[src/rtl/mult_issue_ctrl_if.sv]
// Request / multiplier / response bundle for mult_issue_ctrl.
// slave is the controller's view; master is the surrounding logic's view.
interface mult_issue_ctrl_if #(
  parameter int TBIT  = 64,
  parameter int DEPTH = 4,
  parameter int CW    = $clog2(DEPTH) + 1
);
  logic            req_valid;
  logic            req_ready;
  logic [TBIT-1:0] req_a;
  logic [TBIT-1:0] req_b;
  logic            mult_start;
  logic [TBIT-1:0] mult_a;
  logic [TBIT-1:0] mult_b;
  logic [TBIT-1:0] mult_result;
  logic            mult_done;
  logic            rsp_valid;
  logic            rsp_ready;
  logic [TBIT-1:0] rsp_result;
  logic [CW-1:0]   count;

  modport slave (
    input  req_valid, req_a, req_b, mult_result, mult_done, rsp_ready,
    output req_ready, mult_start, mult_a, mult_b, rsp_valid, rsp_result, count
  );

  modport master (
    output req_valid, req_a, req_b, mult_result, mult_done, rsp_ready,
    input  req_ready, mult_start, mult_a, mult_b, rsp_valid, rsp_result, count
  );
endinterface

[src/rtl/mult_issue_ctrl.sv]
// Issue/capture controller for the iterative multiplier: request FIFO, one op in flight.
// Define MULT_ISSUE_BYPASS_EN to let a request into an idle, empty controller skip the FIFO.
module mult_issue_ctrl #(
  parameter int TBIT  = 64,
  parameter int DEPTH = 4,
  parameter int CW    = $clog2(DEPTH) + 1
) (
  input  logic              clock,
  input  logic              reset,
  mult_issue_ctrl_if.slave  bus
);
  localparam int AW = $clog2(DEPTH);

  typedef enum logic [1:0] {IDLE, ISSUE, BUSY, HOLD} state_e;

  state_e                     state_q, state_d;
  logic [AW-1:0]              wptr_q, wptr_d, rptr_q, rptr_d;
  logic [CW-1:0]              count_q, count_d;
  logic [DEPTH-1:0][TBIT-1:0] mem_a_q, mem_a_d, mem_b_q, mem_b_d;
  logic [TBIT-1:0]            mult_a_q, mult_a_d, mult_b_q, mult_b_d;
  logic [TBIT-1:0]            rsp_result_q, rsp_result_d;
  logic                       done_q, done_d;

  logic req_ready, empty, push, wr, pop, bypass, done_rise;

  assign req_ready = (count_q != CW'(DEPTH));
  assign empty     = (count_q == '0);
  assign push      = bus.req_valid & req_ready;
  assign done_rise = bus.mult_done & ~done_q;
  assign done_d    = bus.mult_done;

`ifdef MULT_ISSUE_BYPASS_EN
  assign bypass = (state_q == IDLE) && empty && bus.req_valid;
`else
  assign bypass = 1'b0;
`endif

  // A bypassed request goes straight to the operand registers, never into the FIFO.
  assign wr = push & ~bypass;

  always_comb begin
    state_d      = state_q;
    wptr_d       = wptr_q;
    rptr_d       = rptr_q;
    count_d      = count_q;
    mem_a_d      = mem_a_q;
    mem_b_d      = mem_b_q;
    mult_a_d     = mult_a_q;
    mult_b_d     = mult_b_q;
    rsp_result_d = rsp_result_q;
    pop          = 1'b0;

    case (state_q)
      IDLE: begin
        if (bypass) begin
          mult_a_d = bus.req_a;
          mult_b_d = bus.req_b;
          state_d  = ISSUE;
        end else if (!empty) begin
          pop     = 1'b1;
          state_d = ISSUE;
        end
      end
      ISSUE: state_d = BUSY;
      BUSY: begin
        // Only a fresh rising edge counts; a level left over from the last op is ignored.
        if (done_rise) begin
          rsp_result_d = bus.mult_result;
          state_d      = HOLD;
        end
      end
      HOLD: begin
        if (bus.rsp_ready) begin
          if (!empty) begin
            pop     = 1'b1;
            state_d = ISSUE;
          end else begin
            state_d = IDLE;
          end
        end
      end
      default: state_d = IDLE;
    endcase

    if (pop) begin
      mult_a_d = mem_a_q[rptr_q];
      mult_b_d = mem_b_q[rptr_q];
      rptr_d   = rptr_q + AW'(1);
    end

    if (wr) begin
      mem_a_d[wptr_q] = bus.req_a;
      mem_b_d[wptr_q] = bus.req_b;
      wptr_d          = wptr_q + AW'(1);
    end

    case ({wr, pop})
      2'b10:   count_d = count_q + CW'(1);
      2'b01:   count_d = count_q - CW'(1);
      default: count_d = count_q;
    endcase
  end

  always_ff @(posedge clock or posedge reset) begin
    if (reset) begin
      state_q      <= IDLE;
      wptr_q       <= '0;
      rptr_q       <= '0;
      count_q      <= '0;
      mem_a_q      <= '0;
      mem_b_q      <= '0;
      mult_a_q     <= '0;
      mult_b_q     <= '0;
      rsp_result_q <= '0;
      done_q       <= 1'b0;
    end else begin
      state_q      <= state_d;
      wptr_q       <= wptr_d;
      rptr_q       <= rptr_d;
      count_q      <= count_d;
      mem_a_q      <= mem_a_d;
      mem_b_q      <= mem_b_d;
      mult_a_q     <= mult_a_d;
      mult_b_q     <= mult_b_d;
      rsp_result_q <= rsp_result_d;
      done_q       <= done_d;
    end
  end

  assign bus.req_ready  = req_ready;
  assign bus.mult_start = (state_q == ISSUE);
  assign bus.mult_a     = mult_a_q;
  assign bus.mult_b     = mult_b_q;
  assign bus.rsp_valid  = (state_q == HOLD);
  assign bus.rsp_result = rsp_result_q;
  assign bus.count      = count_q;
endmodule

[src/flat_wrapper.sv]
// flat-port wrapper written by rule: the top's interface ports become plain ports
module mult_issue_ctrl_flat 
#(
  parameter int TBIT  = 64,
  parameter int DEPTH = 4,
  parameter int CW    = $clog2(DEPTH) + 1
)
  (clock, reset, bus_req_valid, bus_req_a, bus_req_b, bus_mult_result, bus_mult_done, bus_rsp_ready, bus_req_ready, bus_mult_start, bus_mult_a, bus_mult_b, bus_rsp_valid, bus_rsp_result, bus_count);
  mult_issue_ctrl_if #(.TBIT(TBIT), .DEPTH(DEPTH), .CW(CW)) bus_i ();
  input  logic clock;
  input  logic reset;
  input wire logic [$bits(bus_i.req_valid)-1:0] bus_req_valid;
  input wire logic [$bits(bus_i.req_a)-1:0] bus_req_a;
  input wire logic [$bits(bus_i.req_b)-1:0] bus_req_b;
  input wire logic [$bits(bus_i.mult_result)-1:0] bus_mult_result;
  input wire logic [$bits(bus_i.mult_done)-1:0] bus_mult_done;
  input wire logic [$bits(bus_i.rsp_ready)-1:0] bus_rsp_ready;
  output wire logic [$bits(bus_i.req_ready)-1:0] bus_req_ready;
  output wire logic [$bits(bus_i.mult_start)-1:0] bus_mult_start;
  output wire logic [$bits(bus_i.mult_a)-1:0] bus_mult_a;
  output wire logic [$bits(bus_i.mult_b)-1:0] bus_mult_b;
  output wire logic [$bits(bus_i.rsp_valid)-1:0] bus_rsp_valid;
  output wire logic [$bits(bus_i.rsp_result)-1:0] bus_rsp_result;
  output wire logic [$bits(bus_i.count)-1:0] bus_count;
  assign bus_i.req_valid = bus_req_valid;
  assign bus_i.req_a = bus_req_a;
  assign bus_i.req_b = bus_req_b;
  assign bus_i.mult_result = bus_mult_result;
  assign bus_i.mult_done = bus_mult_done;
  assign bus_i.rsp_ready = bus_rsp_ready;
  assign bus_req_ready = bus_i.req_ready;
  assign bus_mult_start = bus_i.mult_start;
  assign bus_mult_a = bus_i.mult_a;
  assign bus_mult_b = bus_i.mult_b;
  assign bus_rsp_valid = bus_i.rsp_valid;
  assign bus_rsp_result = bus_i.rsp_result;
  assign bus_count = bus_i.count;
  mult_issue_ctrl #(.TBIT(TBIT), .DEPTH(DEPTH), .CW(CW)) u_core (.clock(clock), .reset(reset), .bus(bus_i));
endmodule
[config.mk]
export PLATFORM = sky130hd
export DESIGN_NAME = mult_issue_ctrl_flat
export DESIGN_NICKNAME = d
export VERILOG_FILES = /design/src/rtl/mult_issue_ctrl_if.sv /design/src/rtl/mult_issue_ctrl.sv /design/src/flat_wrapper.sv
export SDC_FILE = /design/constraint.sdc
export NUM_CORES = 1
export LEC_CHECK = 0
export BUFFER_PORTS_ARGS = -buffer_cell sky130_fd_sc_hd__buf_4
export CAP_MARGIN = 40
export CORE_MARGIN = 1
export CORE_UTILIZATION = 45
export CTS_BUF_LIST = sky130_fd_sc_hd__clkbuf_8
export CTS_CLUSTER_SIZE = 30
export DETAILED_ROUTE_END_ITERATION = 10
export MAX_ROUTING_LAYER = met4
export PLACE_DENSITY = 0.73
export RECOVER_POWER = 25
export SLEW_MARGIN = 5
export SYNTH_ARGS = -nofsm -noshare
export SYNTH_HDL_FRONTEND = slang
export SYNTH_SLANG_ARGS = --single-unit
export TNS_END_PERCENT = 20
[constraint.sdc]
create_clock -name clock -period 61.9 [get_ports clock]
set_input_delay 12.38 -clock clock [delete_from_list [all_inputs] [get_ports clock]]
set_output_delay 12.38 -clock clock [all_outputs]
set_load 0.03 [all_outputs]
=== Word level (Yosys, flattened, before mapping) ===
Cells that the tools add are included.

* Flip-flop bits (word level): 714
* Word-level logic and storage cells: 58
* Input port bits: 197

* $add $sub $neg: 4
* Equal/unequal tests: 9
* Order comparisons: 3
* Bitwise operators: 3
* Reductions and logical operators: 6
* Mux-type cells: 17

{| class="wikitable"
|+ Operators by type and width
! kind !! number
|-
| $bwmux W256 || 2
|-
| $bmux W64 S2 || 2
|-
| $mux W64 || 3
|-
| $demux W64 S2 || 1
|-
| $pmux W2 S4 || 1
|-
| $eq A2 B2 Y1 const B || 3
|-
| $lt A2 B3 Y1 const B || 2
|-
| $mux W2 || 3
|-
| $pmux W3 S2 || 1
|-
| $add A2 B1 Y2 const B || 2
|-
| $eq A2 B1 Y1 const B || 2
|-
| $ne A2 B2 Y1 const B || 2
|-
| $add A3 B1 Y3 const B || 1
|-
| $logic_not A3 Y1 || 1
|-
| $mux W1 || 3
|-
| $ne A3 B3 Y1 const B || 1
|-
| $reduce_and A3 Y1 || 1
|-
| $sub A3 B1 Y3 const B || 1
|-
| $and A1 B1 Y1 || 2
|-
| $ge A2 B1 Y1 const B || 1
|-
| $logic_not A2 Y1 || 1
|-
| $ne A2 B1 Y1 const B || 1
|-
| $pmux W1 S2 || 1
|-
| $reduce_and A2 Y1 || 1
|-
| other kinds (3) || 3
|}

=== Depth between registers and ports, before layout ===
Gate-level depths: netlist of the first run.

* Depth in word-level cells: 6
* Depth in mapped cells: 12
* Depth with buffers taken out: 10

=== Least setup slack after synthesis of the first run ===
OpenSTA, ideal clock, no wires.

* Kind: input-to-reg
* From: in bus_rsp_ready
* To: reg u_core.count_q[2], in the netlist u_core.bus.count[2]
* Slack: 47801 ps
* Data arrival time: 14018 ps
* Stages: 10
* Cell sequence: a21oi_1 > nor3_2 > buf_2 > buf_2 > ha_1 > inv_1 > fa_1 > xor2_1 > nor2_1 > xor2_1

* Longest elaborated chain between the ends: 4
* Elaborated cells on any way between the ends: 6

{| class="wikitable"
|+ Ends and longest elaborated chain
! element !! RTL line !! RTL
|-
| start: declaration || flat_wrapper.sv:17 || <nowiki>input wire logic [$bits(bus_i.rsp_ready)-1:0] bus_rsp_ready;</nowiki>
|-
| $mux W1 (*) || mult_issue_ctrl.sv:73 || <nowiki>if (bus.rsp_ready) begin</nowiki>
|-
| $pmux W1 S2 (*) || mult_issue_ctrl.sv:53 || <nowiki>case (state_q)</nowiki>
|-
| via u_core.pop || mult_issue_ctrl.sv:24 || <nowiki>logic req_ready, empty, push, wr, pop, bypass, done_rise;</nowiki>
|-
| $eq A2 B1 Y1 or $eq A2 B2 Y1 (tied branches) || mult_issue_ctrl.sv:97 || <nowiki>case ({wr, pop})</nowiki>
|-
| $pmux W3 S2 or $reduce_bool A2 Y1 (tied branches) || - ||
|-
| end signal: assignment || mult_issue_ctrl.sv:120 || <nowiki>count_q <= count_d;</nowiki>
|-
| end: declaration || mult_issue_ctrl.sv:18 || <nowiki>logic [CW-1:0] count_q, count_d;</nowiki>
|}

The timed path passes the listed nets; every way through them passes the cells marked *.
A chain may end at the register's enable or synchronous reset.

==> results of run 1 <==
[through the flow]
step                      utilization  setup slack [ps]  total power (W)  std cells
after floorplan                     -             29490         0.001617       1701
after global placement         0.4988             46240         0.001824       2951
after detailed placement       0.5031             46370         0.001880       2963
after CTS                      0.5408             47180         0.002340       3177
after global routing           0.5333             40420         0.002397       3185
final                          0.5334             42020         0.002272       3186
[area by class of cell]
type                       count  area (um^2)  area share
clock inverter                58        496.7     0.01328
inverter                       8        31.28   0.0008360
tap                          940         1176     0.03143
clock buffer                 156         2147     0.05738
timing repair buffer         429         3351     0.08955
sequential                   714        17870      0.4777
multi-input combinational    872        12320      0.3292
antenna                        9        22.52   0.0006019
[sequential cells by signal, indices dropped and copies added, names as in the netlist]
| register | count |
|---|---|
| u_core.done_q | 1 |
| u_core.mem_a_q | 256 |
| u_core.bus.mult_a | 64 |
| u_core.rptr_q | 2 |
| u_core.bus.count | 3 |
| u_core.bus.rsp_result | 64 |
| u_core.state_q | 2 |
| u_core.mem_b_q | 256 |
| u_core.wptr_q | 2 |
| u_core.bus.mult_b | 64 |
[worst min-delay path by stage]
stage                                      start                           endpoint  slack (ps)  depth (start not counted)
2_1_floorplan     u_core.mem_a_q[64]$_DFFE_PP0P_     u_core.mem_a_q[64]$_DFFE_PP0P_         460                          1
3_3_place_gp   u_core.bus.mult_a[58]$_DFFE_PP0P_  u_core.bus.mult_a[58]$_DFFE_PP0P_         470                          1
3_5_place_dp   u_core.bus.mult_a[35]$_DFFE_PP0P_  u_core.bus.mult_a[35]$_DFFE_PP0P_         480                          1
4_1_cts        u_core.bus.mult_a[35]$_DFFE_PP0P_  u_core.bus.mult_a[35]$_DFFE_PP0P_         490                          1
5_1_grt          u_core.mem_b_q[117]$_DFFE_PP0P_    u_core.mem_b_q[117]$_DFFE_PP0P_         500                          1
6_report       u_core.bus.mult_b[63]$_DFFE_PP0P_  u_core.bus.mult_b[63]$_DFFE_PP0P_         490                          1
[where the power goes]
group          internal (W)  leakage, nW  switching (W)
registers          0.000712         8.49       0.000143
logic              0.000538         7.63       0.000430
clock network      0.000252         1.46       0.000196
total               0.00150         17.6       0.000770
[metal layers]
layer,GRT usage,vias to the layer above
met2,0.3201,368
met4,0.06143,0
li1,-,7165
met5,-,-
met3,0.05874,122
met1,0.2633,8931
[cells in the final DEF, fill, tap and decap left out, types with 2 or more instances in the layout]
cell type | synthesis | layout
dfrtp_1 | 714 | 712
buf_4 | 7 | 405
mux2_4 | 400 | 295
mux2_1 | 186 | 291
clkbuf_8 | 0 | 156
mux4_2 | 128 | 128
mux2_2 | 120 | 120
inv_1 | 8 | 32
clkinv_2 | 0 | 17
clkbuf_1 | 2 | 12
ha_1 | 10 | 10
diode_2 | 0 | 9
bufinv_16 | 0 | 6
buf_12 | 44 | 6
buf_16 | 0 | 5
xor2_1 | 4 | 4
clkinv_8 | 0 | 4
inv_12 | 0 | 3
a21oi_1 | 2 | 2
xnor2_1 | 2 | 2
mux2i_1 | 2 | 2
nand3_4 | 4 | 2
nand3_1 | 0 | 2
clkinvlp_4 | 0 | 2
dfrtp_4 | 0 | 2
[cell families (layout without fill, tap and decap cells)]
logic type	Yosys count	in the layout	synth area share
and+or+nand+nor	14	14	0.004428
AOI/OAI and AO/OA	5	5	0.001136
muxes	836	836	0.3869
other	0	9	0
adders and majority gates	11	11	0.004545
buffers and inverters	115	651	0.04192
xor gates and xnor gates	6	6	0.001645
DFF	714	714	0.5595
[worst max-delay path: cells and delay by family]
family / cells / cell delay [ps]
buffers and inverters: 6 / 8030
==> flow_summary.ini, run 1 <==
[sta]
whs_ps = 485.3
tightest_slew_ps = 5418
report.final.slew_viol_count = 397
grt_setup_unrepaired = false
post-route-period-util = 0.3211
setup_tns_ps = 0
setup_viol = 0
finalHoldViolations = 0
clock.fmax_mhz = 50.31
period_needed_ps = 19880
skew_ps = 41.76
relSlewSlack = -2.632

[placement]
dp.final_hpwl_mm = 44.82
dpl_cell_area_um2 = 35290
port_buffers = 394
gp_congestion = 0.7433

[yosys]
synth_edf_count = 0
ys_seq_area_frac = 0.5595
synthesis.area_um2 = 31940
ys_seq_elements = 714
synthTopCellsByArea = dfrtp_1, mux2_4, mux4_2, mux2_1, mux2_2
syn-num-nets = 1909
ys.flop_type = dfrtp_1
synth.top_cells.by_count = dfrtp_1, mux2_4, mux2_1, mux4_2, mux2_2
synth_area_per_cell_um2 = 18.77
yosys.area.top_type = dfrtp_1
postSynthCellCount = 1701
yosysWarnings = 0
synth_top_area_frac = 0.5595
yosysMostFrequentCell = dfrtp_1
synth.distinct_cells = 31
synth-async-reset-ratio = 1.000

[critical_path]
arrival_ps = 20640
max_stage_delay_ps = 3000
crit_required_ps = 62670
cp_max_fo = 121
r2r-end = u_core.mem_b_q[252]$_DFFE_PP0P_
crit_slowest_cell = clkinvlp_2
worstPathCellList = clkbuf_4 -> clkinvlp_2 -> clkbuf_1 -> clkbuf_1 -> buf_4 -> buf_4
start_kind = input port
critPathCapture = u_core.mem_b_q[85]$_DFFE_PP0P_
cp-end-kind = async pin
r2r_start = u_core.bus.count[2]$_DFFE_PP0P_
critPathKind = in -> async
setup.worst_path.start = reset
r2r_cells = 6
rrSetupSlack_ps = 56280

[clocking]
root_buffer = clkbuf_8
cts_tree = yes
htreeDepth = 3
path_clk_slew_ps = 60
clockBufferDepth = 3
clk-insertion-delay-late_ps = 750
clkSinkCount = 714
cts_buffers = 115
cts_setup_buffers = 0
ctsHoldBuffers = 0
ctsResizeCount = 0

[route]
drtAntennaViolNets = 0
wl_met3_mm = 4.487
via_per_inst = 5.206
routed.top_layer = met4
wirelength_mm = 70.86
drt_iter0_drc = 789
met2_length_mm = 34.55
num_vias = 16586
wl_per_cell_um = 22.24
drt-met1-wl_mm = 30.12
drc = 0
firstDrtPassIters = 4

[floorplan]
core_area_um2 = 70150
die_area_um2 = 72040
die_x_um = 268.4
ios = 395
initial_core_util = 0.4552
die_h_um = 268.4
rows = 97

[outcome]
violations = max-capacitance violations, max-slew violations
outcome = complete, but fails checks

[power]
vdd_drop_max_v = 0.00004200
power_density_nw_per_um2 = 60.72
p_leak_nw = 17.58

[grt]
antenna_found_initial = 8
grt_usage = 0.2063
grt_start_max_net_pins = 201
first_global_vias = 18579
grt_pass1_wl_mm = 111.2
overflow = 0

[min_path]
min_path_type = reg -> reg

[final_layout]
fill_cells = 5706
drive_above_1_share = 0.5168
area_growth_pct = 17.16
stdcell_area_um2 = 37420
finalNetCount = 2348

[run]
cap_violations = 8
Note: power is estimated with default switching activity, not from simulation.
==> run 2: changes to the inputs <==
Clock period 61.9 ns to 18.3 ns, I/O delays scaled along.
==> flow_summary.ini, run 2 (synthesis results as in run 1) <==
[clocking]
cts_setup_buffers = 0
ctsHoldBuffers = 0
clockBufferDepth = 3
cts_tree = yes
root_buffer = clkbuf_8
htreeDepth = 3
path_clk_slew_ps = 60
clk-insertion-delay-late_ps = 720
cts_buffers = 118
clkSinkCount = 714
ctsResizeCount = 0

[critical_path]
max_stage_delay_ps = 2580
setup.worst_path.start = reset
cp_max_fo = 183
cp-end-kind = async pin
r2r_start = u_core.bus.count[0]$_DFFE_PP0P_
cpLargestDelayFamily = buffers and inverters
worstPathCellList = clkbuf_4 -> clkinvlp_2 -> clkbuf_1 -> clkbuf_1 -> buf_12 -> buf_4 -> buf_12
worst-path-stages = 7
critPathKind = in -> async
crit_slowest_cell = clkbuf_1
r2r_cells = 6
arrival_ps = 9790
critPathBufInv = 7
crit_required_ps = 19190
start_kind = input port

[grt]
first_global_vias = 19011
overflow = 0
grt_usage = 0.2039
grt_pass1_wl_mm = 110.9
antenna_found_initial = 3
grt_start_max_net_pins = 184

[floorplan]
rows = 97
core_area_um2 = 70150
die_h_um = 268.4
die_x_um = 268.4
die_area_um2 = 72040
ios = 395
initial_core_util = 0.4552

[sta]
finalHoldViolations = 0
report.final.slew_viol_count = 327
period_needed_ps = 8899
setup_tns_ps = 0
grt_setup_unrepaired = false
post-route-period-util = 0.4863
skew_ps = 50.80
relSlewSlack = -1.395
clock.fmax_mhz = 112.4
setup_viol = 0
tightest_slew_ps = 3593

[route]
wl_met3_mm = 3.982
wirelength_mm = 69.90
routed.top_layer = met4
met2_length_mm = 34.65
drc = 0
drt-met1-wl_mm = 29.78
num_vias = 16578
drtAntennaViolNets = 0
wl_per_cell_um = 22.00
drt_iter0_drc = 718
firstDrtPassIters = 4
via_per_inst = 5.218

[power]
clockPowerShare = 0.192
power_density_nw_per_um2 = 202.4
p_comb_frac = 0.421
vdd_drop_max_v = 0.0002157
switchingPower_w = 0.002561
internal-power_w = 0.004912
seq_power_share = 0.387
p_leak_nw = 17.10
switching_share = 0.3427

[final_layout]
finalNetCount = 2355
final_cell_mix = dfrtp_1, buf_4, mux2_1, mux2_4, clkbuf_8
regArea_um2 = 17870
top_regs = u_core.mem_a_q: 256 flops, u_core.mem_b_q: 256 flops
area_growth_pct = 15.64
drive_above_1_share = 0.4689
multi_input_area_um2 = 11950
final_common_cell = dfrtp_1
fill_cells = 5878
fin_util = 0.5264

[min_path]
min_path_type = reg -> reg
hp-start = u_core.bus.mult_a[43]$_DFFE_PP0P_
hold_depth = 1

[placement]
dp.final_hpwl_mm = 44.20
gp_congestion = 0.7581
port_buffers = 394

[run]
cap_violations = 8

[outcome]
outcome = complete, but fails checks
violations = max-capacitance violations, max-slew violations
==> run 2: metal layers <==
metal	vias up	global-route usage
met5	-	-
met4	0	0.06219
met3	122	0.04921
met2	381	0.3204
met1	8905	0.2618
li1	7170	-
==> run 2: stage by stage <==
stage,instances,setup slack (ps),hold WS [ps],power (W),area [um^2]
floorplan,1701,4862,458.7,0.005470,31940
global placement,2950,11100,467.7,0.006166,34980
detailed placement,2967,11460,475.5,0.006355,35430
CTS,3173,12280,488.9,0.007826,37860
global route,3176,8216,504.8,0.007892,36930
finish,3177,9401,484.0,0.007473,36930
==> run 2: path summary, 6_finish.rpt <==
check	end	slack [ps]
max in group clock	u_core.mem_b_q[113]$_DFFE_PP0P_	11380
max reg2reg	u_core.mem_b_q[113]$_DFFE_PP0P_	13460
min	u_core.bus.mult_a[43]$_DFFE_PP0P_	480
max	u_core.bus.mult_b[63]$_DFFE_PP0P_	9400
min in group asynchronous	u_core.mem_b_q[95]$_DFFE_PP0P_	3370
min reg2reg	u_core.bus.mult_a[43]$_DFFE_PP0P_	480
==> run 2: cell type report <==
type / instances / share of cell area
antenna: 4 / 0.0002710
clock buffer: 145 / 0.05404
clock inverter: 61 / 0.01186
inverter: 8 / 0.0008470
multi-input combinational: 872 / 0.3236
sequential: 714 / 0.4840
tap: 940 / 0.03185
timing repair buffer: 433 / 0.09351
==> run 2: power groups by stage <==
stage	Combinational [W]	Sequential (W)	Clock, W
after floorplan	0.00230	0.00317	0
after global placement	0.00332	0.00285	0
after detailed placement	0.00344	0.00292	0
after CTS	0.00345	0.00290	0.00147
after global routing	0.00335	0.00300	0.00154
final	0.00315	0.00289	0.00143
==> run 3: changes to the inputs <==
Settings changed: PLACE_DENSITY 0.73 to 0.76.
Clock period 18.3 ns to 7.2 ns, I/O delays scaled along.
==> flow_summary.ini, run 3 (synthesis results as in run 1) <==
[clocking]
path_clk_slew_ps = 60
cts_buffers = 119
cts_setup_buffers = 0
clkSinkCount = 714
root_buffer = clkbuf_8
ctsResizeCount = 0
cts_tree = yes
clockBufferDepth = 3
htreeDepth = 3
ctsHoldBuffers = 0
clk-insertion-delay-late_ps = 730

[final_layout]
final_cell_mix = dfrtp_1, buf_4, mux2_4, mux2_1, clkbuf_8
drive_above_1_share = 0.5564
top_regs = u_core.mem_a_q: 256 flops, u_core.mem_b_q: 256 flops
fin_util = 0.5377
finalNetCount = 2350
area_growth_pct = 18.10
fill_cells = 5521
final_common_cell = dfrtp_1
instances_no_fill = 3182

[route]
drtAntennaViolNets = 0
drc = 0
num_vias = 16747
met2_length_mm = 34.59
via_per_inst = 5.263
wl_per_cell_um = 22.39
firstDrtPassIters = 4
drt-met1-wl_mm = 30.53
routed.top_layer = met4
wirelength_mm = 71.24
drt_iter0_drc = 869
wl_met3_mm = 4.557

[sta]
report.final.slew_viol_count = 52
skew_ps = 28.69
layout_setup_ws_ps = 3425
tightest_slew_ps = 2686
grt_setup_unrepaired = false
setup_viol = 0
relSlewSlack = -0.7904
setup_tns_ps = 0
period_needed_ps = 3775
finalHoldViolations = 0
clock.fmax_mhz = 264.9
post-route-period-util = 0.5243

[critical_path]
r2r_start = u_core.bus.count[0]$_DFFE_PP0P_
cp-end-kind = async pin
worstPathCellList = clkbuf_4 -> clkinvlp_2 -> clkbuf_1
start_kind = input port
crit_required_ps = 7430
r2r_cells = 5
worst-path-stages = 3
max_stage_delay_ps = 1960
setup.worst_path.start = reset
rrSetupSlack_ps = 3630
critPathCapture = u_core.mem_b_q[108]$_DFFE_PP0P_
critPathBufInv = 3
critPathKind = in -> async
r2r-end = u_core.mem_a_q[204]$_DFFE_PP0P_
crit_slowest_cell = clkbuf_1
cpLargestDelayFamily = buffers and inverters
arrival_ps = 4010
cp_max_fo = 51

[outcome]
outcome = complete, but fails checks
violations = max-capacitance violations, max-slew violations

[grt]
grt_start_max_net_pins = 153
antenna_found_initial = 5
grt_pass1_wl_mm = 110.8
grt_usage = 0.2049
overflow = 0
first_global_vias = 18709

[placement]
gp_congestion = 0.7797
pre_cts_ws_ps = 3106
port_buffers = 394
dp.final_hpwl_mm = 43.92
dp.cells = 2961

[floorplan]
initial_core_util = 0.4552
ios = 395
core_area_um2 = 70150
rows = 97
die_area_um2 = 72040
die_x_um = 268.4
die_h_um = 268.4

[min_path]
hp-start = u_core.bus.mult_a[26]$_DFFE_PP0P_
min_path_type = reg -> reg

[power]
vdd_drop_max_v = 0.0003822
p_leak_nw = 18.10
power_density_nw_per_um2 = 520.6
total_power_w = 0.01964

[run]
cap_violations = 1
==> run 3: changes by cell type in the layout (fill, tap and decap cells not counted), moves of 4 or more <==
cell,delta
mux2_4,+189
clkinv_2,-7
buf_4,+5
bufinv_16,-4
mux2_1,-189
inv_1,+6
clkbuf_1,-11
clkbuf_8,+12
==> run 3: power breakdown <==
group	switching, W	internal, W
registers	0.00122	0.00612
logic	0.00375	0.00488
clock network	0.00167	0.00199
==> run 3: stage by stage <==
step	hold WS (ps)	area [um^2]
5_1_grt	506.3	37710
3_3_place_gp	467.6	35050
2_1_floorplan	458.7	31940
3_5_place_dp	476.0	35290
4_1_cts	489.1	37790
6_report	485.0	37720
==> run 3: routing by layer <==
metal  global-route usage  up-vias
li1                     -     7171
met3              0.05526      108
met1               0.2658     9067
met2               0.3111      401
met5                    -        -
met4              0.06956        0
==> run 3: cell type report <==
| type | instances | area [um^2] | area share |
|---|---|---|---|
| multi-input combinational | 872 | 12670 | 0.3359 |
| clock inverter | 58 | 335.3 | 0.008891 |
| tap | 940 | 1176 | 0.03118 |
| antenna | 6 | 15.01 | 0.0003981 |
| clock buffer | 157 | 2161 | 0.05729 |
| sequential | 714 | 17870 | 0.4739 |
| timing repair buffer | 427 | 3455 | 0.09159 |
| inverter | 8 | 31.28 | 0.0008294 |
==> run 3: worst min path at each step <==
stage / slack, ps / cells past startpoint / endpoint
5_1_grt: 510 / 1 / u_core.mem_a_q[131]$_DFFE_PP0P_
3_5_place_dp: 480 / 1 / u_core.bus.mult_a[26]$_DFFE_PP0P_
2_1_floorplan: 460 / 1 / u_core.mem_a_q[64]$_DFFE_PP0P_
3_3_place_gp: 470 / 1 / u_core.mem_a_q[68]$_DFFE_PP0P_
6_report: 490 / 1 / u_core.bus.mult_a[26]$_DFFE_PP0P_
4_1_cts: 490 / 1 / u_core.bus.mult_a[26]$_DFFE_PP0P_
